[config.mk]
export PLATFORM = sky130hd
export DESIGN_NAME = if_id_reg
export DESIGN_NICKNAME = d
export VERILOG_FILES = /design/src/rtl/if_id_reg_pkg.sv /design/src/rtl/fetch_exc_check.sv /design/src/rtl/if_id_reg.sv
export SDC_FILE = /design/constraint.sdc
export NUM_CORES = 1
export LEC_CHECK = 0
export ABC_AREA = 1
export CAP_MARGIN = 30
export CORE_AREA = 3 3 108 110
export DETAILED_ROUTE_END_ITERATION = 6
export DIE_AREA = 0 0 111 113
export PLACE_DENSITY_LB_ADDON = 0.08
export SYNTH_ARGS = -nofsm -noshare
export SYNTH_HDL_FRONTEND = slang
export SYNTH_SLANG_ARGS = --single-unit
[constraint.sdc]
create_clock -name clk -period 3.2 [get_ports clk]
set_input_delay 0.64 -clock clk [delete_from_list [all_inputs] [get_ports clk]]
set_output_delay 0.64 -clock clk [all_outputs]
set_load 0.03 [all_outputs]
[src/rtl/if_id_reg_pkg.sv]
// ---------------------------------------------------------------------------
// if_id_reg_pkg
//   Shared constants for the IF/ID pipeline register and its fetch-address
//   checker: exception codes, the nop encoding, default reset PC and
//   instruction-memory geometry, and the link-address helper.
// ---------------------------------------------------------------------------
package if_id_reg_pkg;

  localparam logic [4:0]  EXC_NONE     = 5'd0;
  localparam logic [4:0]  EXC_ADEL     = 5'd4;
  localparam logic [31:0] NOP          = 32'h0000_0000;
  localparam logic [31:0] DEF_RESET_PC = 32'h0000_3000;
  localparam logic [31:0] DEF_IM_BASE  = 32'h0000_3000;
  localparam int unsigned DEF_IM_WORDS = 32'd4096;

  // Link value for jal/jalr: skips the delay slot. 32-bit wrap, carry dropped.
  function automatic logic [31:0] link_addr(input logic [31:0] pc);
    return pc + 32'd8;
  endfunction

endpackage

[src/rtl/fetch_exc_check.sv]
// ---------------------------------------------------------------------------
// fetch_exc_check
//   Combinational instruction-fetch address check. Flags AdEL when the PC is
//   not word aligned or lies outside [IM_BASE, IM_BASE + 4*IM_WORDS).
//   Ports:
//     pc   in  32  fetch address
//     exc  out 5   EXC_NONE or EXC_ADEL
// ---------------------------------------------------------------------------
module fetch_exc_check
  import if_id_reg_pkg::*;
#(
  parameter logic [31:0] IM_BASE  = DEF_IM_BASE,
  parameter int unsigned IM_WORDS = DEF_IM_WORDS
) (
  input  logic [31:0] pc,
  output logic [4:0]  exc
);

  // Bounds are kept 33 bits wide so a memory that ends exactly at 2^32
  // does not wrap the upper limit to zero.
  localparam logic [32:0] IM_LO = {1'b0, IM_BASE};
  localparam logic [32:0] IM_HI = {1'b0, IM_BASE} + (33'(IM_WORDS) << 2);

  logic [32:0] pc_ext;
  logic        misaligned;
  logic        out_of_range;

  assign pc_ext       = {1'b0, pc};
  assign misaligned   = (pc[1:0] != 2'b00);
  assign out_of_range = (pc_ext < IM_LO) || (pc_ext >= IM_HI);

  // Select the exception code for this fetch address.
  always_comb begin
    exc = EXC_NONE;
    if (misaligned || out_of_range) begin
      exc = EXC_ADEL;
    end else begin
      exc = EXC_NONE;
    end
  end

endmodule

[src/rtl/if_id_reg.sv]
// ---------------------------------------------------------------------------
// if_id_reg
//   IF/ID pipeline register. Captures the fetched instruction and its PC,
//   precomputes PC+8, tags delay-slot and AdEL fetch exceptions, and supports
//   stall (en=0 holds) and flush (bubble). Priority: clr > flush > en.
//   Ports:
//     clk       in   1   rising-edge clock
//     clr       in   1   synchronous active-high reset
//     en        in   1   1 = load fetch, 0 = hold
//     flush     in   1   1 = load bubble
//     PC_F      in   32  fetch PC
//     instr_F   in   32  instruction read data for PC_F
//     branch_D  in   1   ID holds a branch/jump -> this fetch is its delay slot
//     instr_D   out  32  registered instruction (nop when bubble or AdEL)
//     PC_D      out  32  registered PC
//     PC8_D     out  32  registered PC+8
//     valid_D   out  1   real instruction present
//     bd_D      out  1   in branch delay slot
//     exc_D     out  5   exception code
// ---------------------------------------------------------------------------
module if_id_reg
  import if_id_reg_pkg::*;
#(
  parameter logic [31:0] RESET_PC = DEF_RESET_PC,
  parameter logic [31:0] IM_BASE  = DEF_IM_BASE,
  parameter int unsigned IM_WORDS = DEF_IM_WORDS
) (
  input  logic        clk,
  input  logic        clr,
  input  logic        en,
  input  logic        flush,
  input  logic [31:0] PC_F,
  input  logic [31:0] instr_F,
  input  logic        branch_D,
  output logic [31:0] instr_D,
  output logic [31:0] PC_D,
  output logic [31:0] PC8_D,
  output logic        valid_D,
  output logic        bd_D,
  output logic [4:0]  exc_D
);

  logic [31:0] instr_d, instr_q;
  logic [31:0] pc_d,    pc_q;
  logic [31:0] pc8_d,   pc8_q;
  logic        valid_d, valid_q;
  logic        bd_d,    bd_q;
  logic [4:0]  exc_d,   exc_q;
  logic [4:0]  fetch_exc;

  fetch_exc_check #(
    .IM_BASE  (IM_BASE),
    .IM_WORDS (IM_WORDS)
  ) u_fetch_exc_check (
    .pc  (PC_F),
    .exc (fetch_exc)
  );

  // Next-state selection: bubble on flush, load on en, otherwise hold.
  always_comb begin
    instr_d = instr_q;
    pc_d    = pc_q;
    pc8_d   = pc8_q;
    valid_d = valid_q;
    bd_d    = bd_q;
    exc_d   = exc_q;
    if (flush) begin
      instr_d = NOP;
      pc_d    = RESET_PC;
      pc8_d   = link_addr(RESET_PC);
      valid_d = 1'b0;
      bd_d    = 1'b0;
      exc_d   = EXC_NONE;
    end else if (en) begin
      // PC is captured even on AdEL so EPC can be recovered from it.
      pc_d    = PC_F;
      pc8_d   = link_addr(PC_F);
      valid_d = 1'b1;
      bd_d    = branch_D;
      exc_d   = fetch_exc;
      if (fetch_exc != EXC_NONE) begin
        instr_d = NOP;
      end else begin
        instr_d = instr_F;
      end
    end else begin
      instr_d = instr_q;
      pc_d    = pc_q;
      pc8_d   = pc8_q;
      valid_d = valid_q;
      bd_d    = bd_q;
      exc_d   = exc_q;
    end
  end

  // Pipeline register with synchronous clear.
  always_ff @(posedge clk) begin
    if (clr) begin
      instr_q <= NOP;
      pc_q    <= RESET_PC;
      pc8_q   <= link_addr(RESET_PC);
      valid_q <= 1'b0;
      bd_q    <= 1'b0;
      exc_q   <= EXC_NONE;
    end else begin
      instr_q <= instr_d;
      pc_q    <= pc_d;
      pc8_q   <= pc8_d;
      valid_q <= valid_d;
      bd_q    <= bd_d;
      exc_q   <= exc_d;
    end
  end

  assign instr_D = instr_q;
  assign PC_D    = pc_q;
  assign PC8_D   = pc8_q;
  assign valid_D = valid_q;
  assign bd_D    = bd_q;
  assign exc_D   = exc_q;

endmodule

==> results summary, run 1 <==
The data required time at the worst endpoint is 3.50 ns. The switching part of the total power is 29.2%. The count of pins on the block boundary is 172. The count of unique library cells instantiated by Yosys is 29. The total routing usage reported by global routing came out at 22.8%. The data arrival time of the worst path is 2.46 ns.

The final net count is 849. The maximum vdd ir drop is 0.241 mV. The sequential share of power came out at 52.1%.

The number of cells on the worst reg-to-reg path is 4. The areal power density over the cells came out at 380 nW/um^2. The H-tree was split into 3 levels. The global-route wire length before repair came out at 23100 um. The floorplan die width came out at 111 um.

The reg-to-reg setup timing slack came out at 2.39 ns. The Yosys step of the flow raised 0 warnings. The average footprint of a synthesized cell came out at 6.99 um^2. After floorplanning, the core was sized to cover 10800 um^2. The post-detailed-routing wire length is 14300 um.

Routability-driven placement finished with a final weighted congestion of 0.892. The hold slack came out at 0.465 ns. The wire length per cell is 15.5 um. The internal power consumption came out at 1.69 mW. The tree is rooted in a clkbuf_8. The die boundary height came out at 113 um.

Combinational logic burns 17.3% of the power. The minimum period implied by the final worst setup slack came out at 2.16 ns. Of all flip-flops after synthesis, the portion carrying an async set or reset was 0%. The post-route antenna net violation count is 0. The clock-pin slew on the worst setup and hold paths came out at 0.10 ns. The ratio of cells with drive above 1 in the final layout is 5.10%. The maximum count of clock buffers along a single path is 2. 0 antenna diodes ended up in the layout. The maximum clock frequency is 462 MHz.

The worst setup path is captured at a flop. The number of storage elements in the synthesis netlist is 96. The max-slew violation count came to 0. The die covers 12500 um^2. The half-perimeter wire length after placement is 10600 um. The cell accounting for the most synthesized area is dfxtp_1. The post-route fraction of the period consumed by the critical path came out at 67.6%. The endpoint of the worst hold path is bd_D.

The number of global-route vias before repair was 4582. The signed area change from the synthesized netlist to the final layout is 42.3%. The biggest fanout along the worst timing path is 32.

Among all flip-flop cells after synthesis, the most frequent one is dfxtp_1. The detailed router's first-iteration violation count is 196. The pre-antenna-repair detailed-routing pass consisted of 4 iterations. The worst register-to-register path ends at PC8_D[15]. The number of standard cells after synthesis came out at 631. The pin count of the biggest net entering global routing is 94.

Between clock sinks in the finished design, the worst skew comes to 0 ns. The CTS sink count is 96. The startpoint of the most critical hold path is bd_D. The hold buffer count at CTS came out at 0.

Across the run, the number of max-cap violations was 0. The finished layout holds 924 standard cells, fillers aside. For this design the static power due to leakage is 2.40 nW. By count the netlist is led by nand2_1 (169), dfxtp_1 (96), nor2_1 (80).

The cell area after synthesis is 4410 um^2. The row count is 38. The fraction of power consumed by the clock network came out at 30.6%. Summed over its instances, the top area cell type makes up 43.6% of the synthesized netlist area.

Setup repair after global routing left no endpoint under its margin. The vias per cell is 4.96. The headroom to the max-slew limit is 43.7%. The number of hold violations in the final report came to 0. The final route contains 4587 vias. The total CTS buffers came out at 9. Setup violations remaining at the end of the flow were counted as 0. The number of remaining DRC errors came out at 0. The flow ran to the end, and the final reports show no timing, DRC or antenna violations. The worst hold path cell count came out at 2. Counting flops with a built-in enable in the synthesized netlist gives 0.

The cell count after placement is 908. The leftover overflow at the end of global routing came out at 0. The initial utilization of the core area, before any placement, comes to 40.9%. In the post-synthesis netlist, the cell with the most instances is nand2_1. In this run the worst hold path is classified as flop to flop. The critical path is of the input pin to flop type.

By area the synthesized netlist is led by dfxtp_1 (44%), nand2_1 (14%), a21oi_1 (8.4%), nor2_1 (6.8%), nand3b_1 (5.8%). The initial antenna violation count came to 0. The count of input and output buffers is 167. TritonCTS built the clock tree. The transition at the pin with the smallest max-transition slack came out at 0.845 ns.

The proportion of synthesized chip area in sequential cells came out at 43.6%. The count of buffers added by post-CTS timing repair for setup is 0. The worst setup path is launched from an input pin. In this run the critical register-to-register path is launched from PC8_D[15]. The setup TNS came out at 0 ns. The clock latency reported for the late side of the worst-skew pair is 0.37 ns.

Post-CTS repair changed the size of 0 cells. The switching power total is 0.696 mW.
## flip-flops by register name, summed over array words and instances (netlist names)
register	count
valid_D	1
PC8_D	29
instr_D	32
PC_D	32
exc_D	1
bd_D	1
## worst max-delay path: stages
cell and delay (ns):
clkdlybuf4s50_1 0.50, nor2_1 0.14, nand4_1 0.19, nor2_4 0.64, nand3b_1 0.16, a21oi_1 0.18
## through the flow
stage,area (um^2),power [mW],setup slack [ns],utilization (%)
finish,6280,2.39,1.04,58.2
global route,6280,2.49,0.784,58.2
CTS,6280,2.42,1.05,58.2
detailed placement,6110,1.68,0.651,56.6
global placement,6110,1.68,0.683,56.6
floorplan,4420,1.48,1.62,-
## power groups by stage
stage	Combinational (mW)	Clock (mW)	Sequential [mW]
4_1_cts	0.415	0.759	1.24
2_1_floorplan	0.146	0	1.33
5_1_grt	0.448	0.799	1.25
3_3_place_gp	0.411	0	1.27
6_report	0.413	0.730	1.24
3_5_place_dp	0.413	0	1.27
## cell families (layout without fill, tap and decap cells)
family | Yosys count | after routing | synth area share [%]
xor+xnor | 4 | 4 | 0.794
compound gates | 110 | 110 | 12.8
buf+inv | 84 | 234 | 8.42
fa+ha+maj | 1 | 1 | 0.284
flops | 96 | 96 | 43.6
simple gates | 335 | 335 | 34.1
other cells | 1 | 4 | 0.0850
## worst max path at each step
stage,endpoint,from,cells past startpoint,slack [ns]
floorplan,PC8_D[27],PC_F[3],10,1.62
global placement,instr_D[4],PC_F[15],6,0.68
detailed placement,instr_D[4],PC_F[15],6,0.65
CTS,instr_D[4],PC_F[19],6,1.05
global route,instr_D[3],PC_F[26],6,0.78
finish,instr_D[3],PC_F[19],6,1.04
## metal layers
layer	wire length (um)	GRT usage (%)	up-vias	share of wire, %
li1	-	-	2313	-
met1	6330	28.6	2102	44
met2	6500	37.4	151	45
met3	1190	7.01	21	8.3
met4	278	7.96	0	1.9
met5	0	0	-	0
## cells in the final DEF, fill, tap and decap left out, types with 7 or more instances in the layout
cell type / n
a21oi_1: 74
clkbuf_8: 9
clkdlybuf4s50_1: 166
dfxtp_1: 96
inv_1: 42
nand2_1: 169
nand3_1: 25
nand3b_1: 34
nor2_1: 80
nor3_1: 7
o21ai_0: 31
## layout make-up
class	count	area (um^2)
sequential	96	1920
clock inverter	5	38.8
timing repair buffer	173	1710
multi-input combinational	454	2130
clock buffer	11	131
inverter	45	169
tap	140	175
fill	1075	4520
(Power assumes the default switching activity.)
==> inputs of run 2 (changes only) <==
--- a/config.mk
+++ b/config.mk
@@ -7,9 +7,9 @@
 export LEC_CHECK = 0
 export ABC_AREA = 1
 export CAP_MARGIN = 30
-export CORE_AREA = 3 3 108 110
+export CORE_AREA = 3 3 110 112
 export DETAILED_ROUTE_END_ITERATION = 6
-export DIE_AREA = 0 0 111 113
+export DIE_AREA = 0 0 113 115
 export PLACE_DENSITY_LB_ADDON = 0.08
 export SYNTH_ARGS = -nofsm -noshare
 export SYNTH_HDL_FRONTEND = slang
==> constraint.sdc (replaced) <==
create_clock -name clk -period 1.8 [get_ports clk]
set_input_delay 0.36 -clock clk [delete_from_list [all_inputs] [get_ports clk]]
set_output_delay 0.36 -clock clk [all_outputs]
set_load 0.03 [all_outputs]
==> results summary, run 2 (synthesis results as in run 1) <==
The flow ran to the end, and the final reports show no timing, DRC or antenna violations. The minimum period implied by the final worst setup slack is 1.76 ns. The biggest fanout along the worst timing path came out at 2 (-94%).

The effective utilization at floorplan came out at 39.0% (-1.9 points). The combinational share of power was 15.3% (-2.0 points). The min-delay analysis places its worst path in the category flop to flop. The critical path starts at PC8_D[22]. The clock-pin slew on the worst setup and hold paths came to 0.07 ns (-0.03 ns).

The total routing usage reported by global routing came out at 21.9% (-0.95 points). The maximum count of clock buffers along a single path came out at 2 (unchanged). The worst hold path begins at instr_D[8]. The internal power consumption is 3.94 mW (+130%). The number of remaining DRC errors came out at 0 (unchanged).

The number of global-route vias before repair was 4494 (-1.9%). Of the available clock period, the critical path in the final layout requires 97.8%. The global routing usage on met3 was 6.53% (-0.48 points). The clock latency reported for the late side of the worst-skew pair is 0.34 ns (-0.03 ns).

The vias per cell came out at 4.85 (-2.2%). The sequential share of power came out at 42.2% (-9.9 points). The post-detailed-routing wire length is 14400 um (+0.73%). The count of input and output buffers is 167 (unchanged). The overall power consumption came to 5.24 mW (+120%).

The worst hold path cell count was 2 (unchanged). Leaving out fill and tap cells, the most frequent cell in the layout is nand2_1. The number of max-cap violations was 0 (unchanged).

The count of filler cells inserted in the layout is 1064 (-1.0%). The switching part of the total power is 24.8% (-4.4 points). The cell area after placement came out at 6560 um^2 (+7.4%). The number of cells on the worst reg-to-reg path came out at 4 (unchanged). The root cell of the clock tree is clkbuf_16. The area of the core region is 11300 um^2 (+4.9%). The pin count of the biggest net entering global routing came out at 94 (unchanged). The overall via count from detail_route is 4748 (+3.5%). Setup repair after global routing left no endpoint under its margin. The total CTS buffers came out at 9 (unchanged). The number of H-tree branching levels came to 3 (unchanged). The fraction of power consumed by the clock network is 42.5% (+12 points). TritonCTS built the clock tree. In this run the critical register-to-register path is launched from PC8_D[15]. The floorplan die width is 113 um (+1.8%). On the critical path, the stage with the largest delay is an instance of clkdlybuf4s50_1. The row count came out at 39 (+2.6%).

The final standard cell area without fillers came out at 6920 um^2 (+10%). The routability congestion estimate is 0.933 (+4.6%). The family with the most delay on the worst path is buffers and inverters.

The area growth from synthesis to layout is 56.9%. The CTS sink count is 96 (unchanged). The met1 demand-to-capacity share in global routing was 27.3% (-1.3 points).

The data required time at the worst endpoint is 1.44 ns (-2.06 ns). The hold buffer count at CTS is 0 (unchanged). The areal power density over the cells is 756 nW/um^2 (+99%). The count of pins on the block boundary is 172 (unchanged). The data arrival time of the worst path is 1.40 ns (-1.06 ns).

The startpoint kind of the worst setup timing path is a flop. The final net count was 900 (+6.0%). The maximum vdd ir drop is 0.558 mV (+130%). The diode insertion count for antenna repair came out at 0 (unchanged). The library cells used most frequently in the layout, excluding fill and tap cells, are nand2_1 (169), clkdlybuf4s50_1 (160), dfxtp_1 (96).

The maximum cell stage delay along the critical path was 0.69 ns (+0.05 ns). The max-slew violation count is 0 (unchanged). The floorplan die area is 13000 um^2 (+3.6%). The initial antenna violation count is 0 (unchanged).

The combined buffer and inverter count along the critical path is 1 (unchanged). The post-route antenna net violation count is 0 (unchanged). The wire length per cell is 14.7 um (-4.8%). The final worst-path setup slack is 0.0395 ns (-0.998 ns). The reg-to-reg setup timing slack came out at 1.06 ns (-1.33 ns). STA classifies the critical path endpoint as an output pin. The die boundary height is 115 um (+1.8%). The clock skew after layout is 0 ns (unchanged). The switching power total came out at 1.30 mW (+86%).

The worst register-to-register path ends at PC8_D[15]. The layer flagged by global routing as most heavily used is met2. The half-perimeter wire length after placement is 10800 um (+1.7%). The number of failing setup endpoints in the final timing report is 0 (unchanged).

The critical path goes through clkdlybuf4s50_1. The met2 track demand over resource in global routing came out at 35.2% (-2.2 points). The core utilization of the finished layout came out at 61.2% (+3.0 points). The number of hold violations in the final report is 0 (unchanged).

The global-route wire length before repair came out at 22600 um (-2.4%). The placement-stage worst setup slack came out at -0.259 ns (-0.910 ns). The first-pass iteration count of the detailed router is 5 (+1). The detailed router's first-iteration violation count came to 302 (+54%). The path type of the worst setup path is flop to output pin. The endpoint of the worst hold path is instr_D[8].

The maximum clock frequency is 568 MHz. The ratio of cells with drive above 1 in the final layout came out at 11.4% (+6.3 points). The leftover overflow at the end of global routing came out at 0 (unchanged). The static leakage is 2.83 nW (+18%).
[run 2: cell count changes in the layout (fill, tap and decap cells not counted), moves of 4 or more]
| cell | before | now |
|---|---|---|
| buf_12 | 0 | 5 |
| clkbuf_16 | 0 | 9 |
| dlymetal6s2s_1 | 0 | 4 |
| clkbuf_8 | 9 | 1 |
| buf_4 | 6 | 52 |
| clkdlybuf4s50_1 | 166 | 160 |
[run 2: worst max-delay path by stage]
stage | endpoint | slack [ns] | cells after the start
after floorplan | PC8_D[27] | 0.50 | 10
after global placement | PC8_D[23] | -0.23 | 9
after detailed placement | PC8_D[23] | -0.26 | 10
after CTS | PC8_D[30] | 0.008 | 1
after global routing | PC8_D[23] | 0.002 | 1
final | PC8_D[22] | 0.04 | 1
[run 2: power by group through the flow]
stage	clock network (mW)	registers, mW	logic [mW]
after global placement	0	2.26	0.799
after global routing	2.35	2.22	0.864
after floorplan	0	2.37	0.260
final	2.22	2.21	0.801
after detailed placement	0	2.26	0.802
after CTS	2.27	2.21	0.804
[run 2: repair_timing]
action / CTS / global route
endpoints found under the setup margin: 2 / 7
gates resized for setup: 2 / 8
setup buffers: 0 / 0
pin swaps: 0 / 0
[run 2: layout make-up]
class                   instances  area [um^2]  share of cell area [%]
repair buffers                224         2160                    31.3
flip-flops and latches         96         1920                    27.8
multi-input cells             454         2140                    30.9
clock inverters                 5          104                    1.50
inverters                      45          169                    2.44
clock buffers                  11          243                    3.51
well taps                     143          179                    2.58
[run 2: routing by layer]
layer	wire length, um	vias up
met5	0	-
met4	327	0
met3	1150	22
met2	6670	154
met1	6260	2155
li1	-	2417
[run 2: through the flow]
step | hold WS (ns) | instances | TNS [ns]
finish | 0.464 | 978 | 0
global route | 0.485 | 978 | 0
CTS | 0.465 | 978 | 0
detailed placement | 0.455 | 962 | -8.64
global placement | 0.450 | 962 | -7.01
floorplan | 0.499 | 634 | 0
==> inputs of run 3 (changes only) <==
--- a/config.mk
+++ b/config.mk
@@ -8,6 +8,7 @@
 export ABC_AREA = 1
 export CAP_MARGIN = 30
 export CORE_AREA = 3 3 110 112
+export CTS_CLUSTER_SIZE = 40
 export DETAILED_ROUTE_END_ITERATION = 6
 export DIE_AREA = 0 0 113 115
 export PLACE_DENSITY_LB_ADDON = 0.08
==> results of run 3 <==
No change in the layout: final DEF, timing and power equal those of run 2.
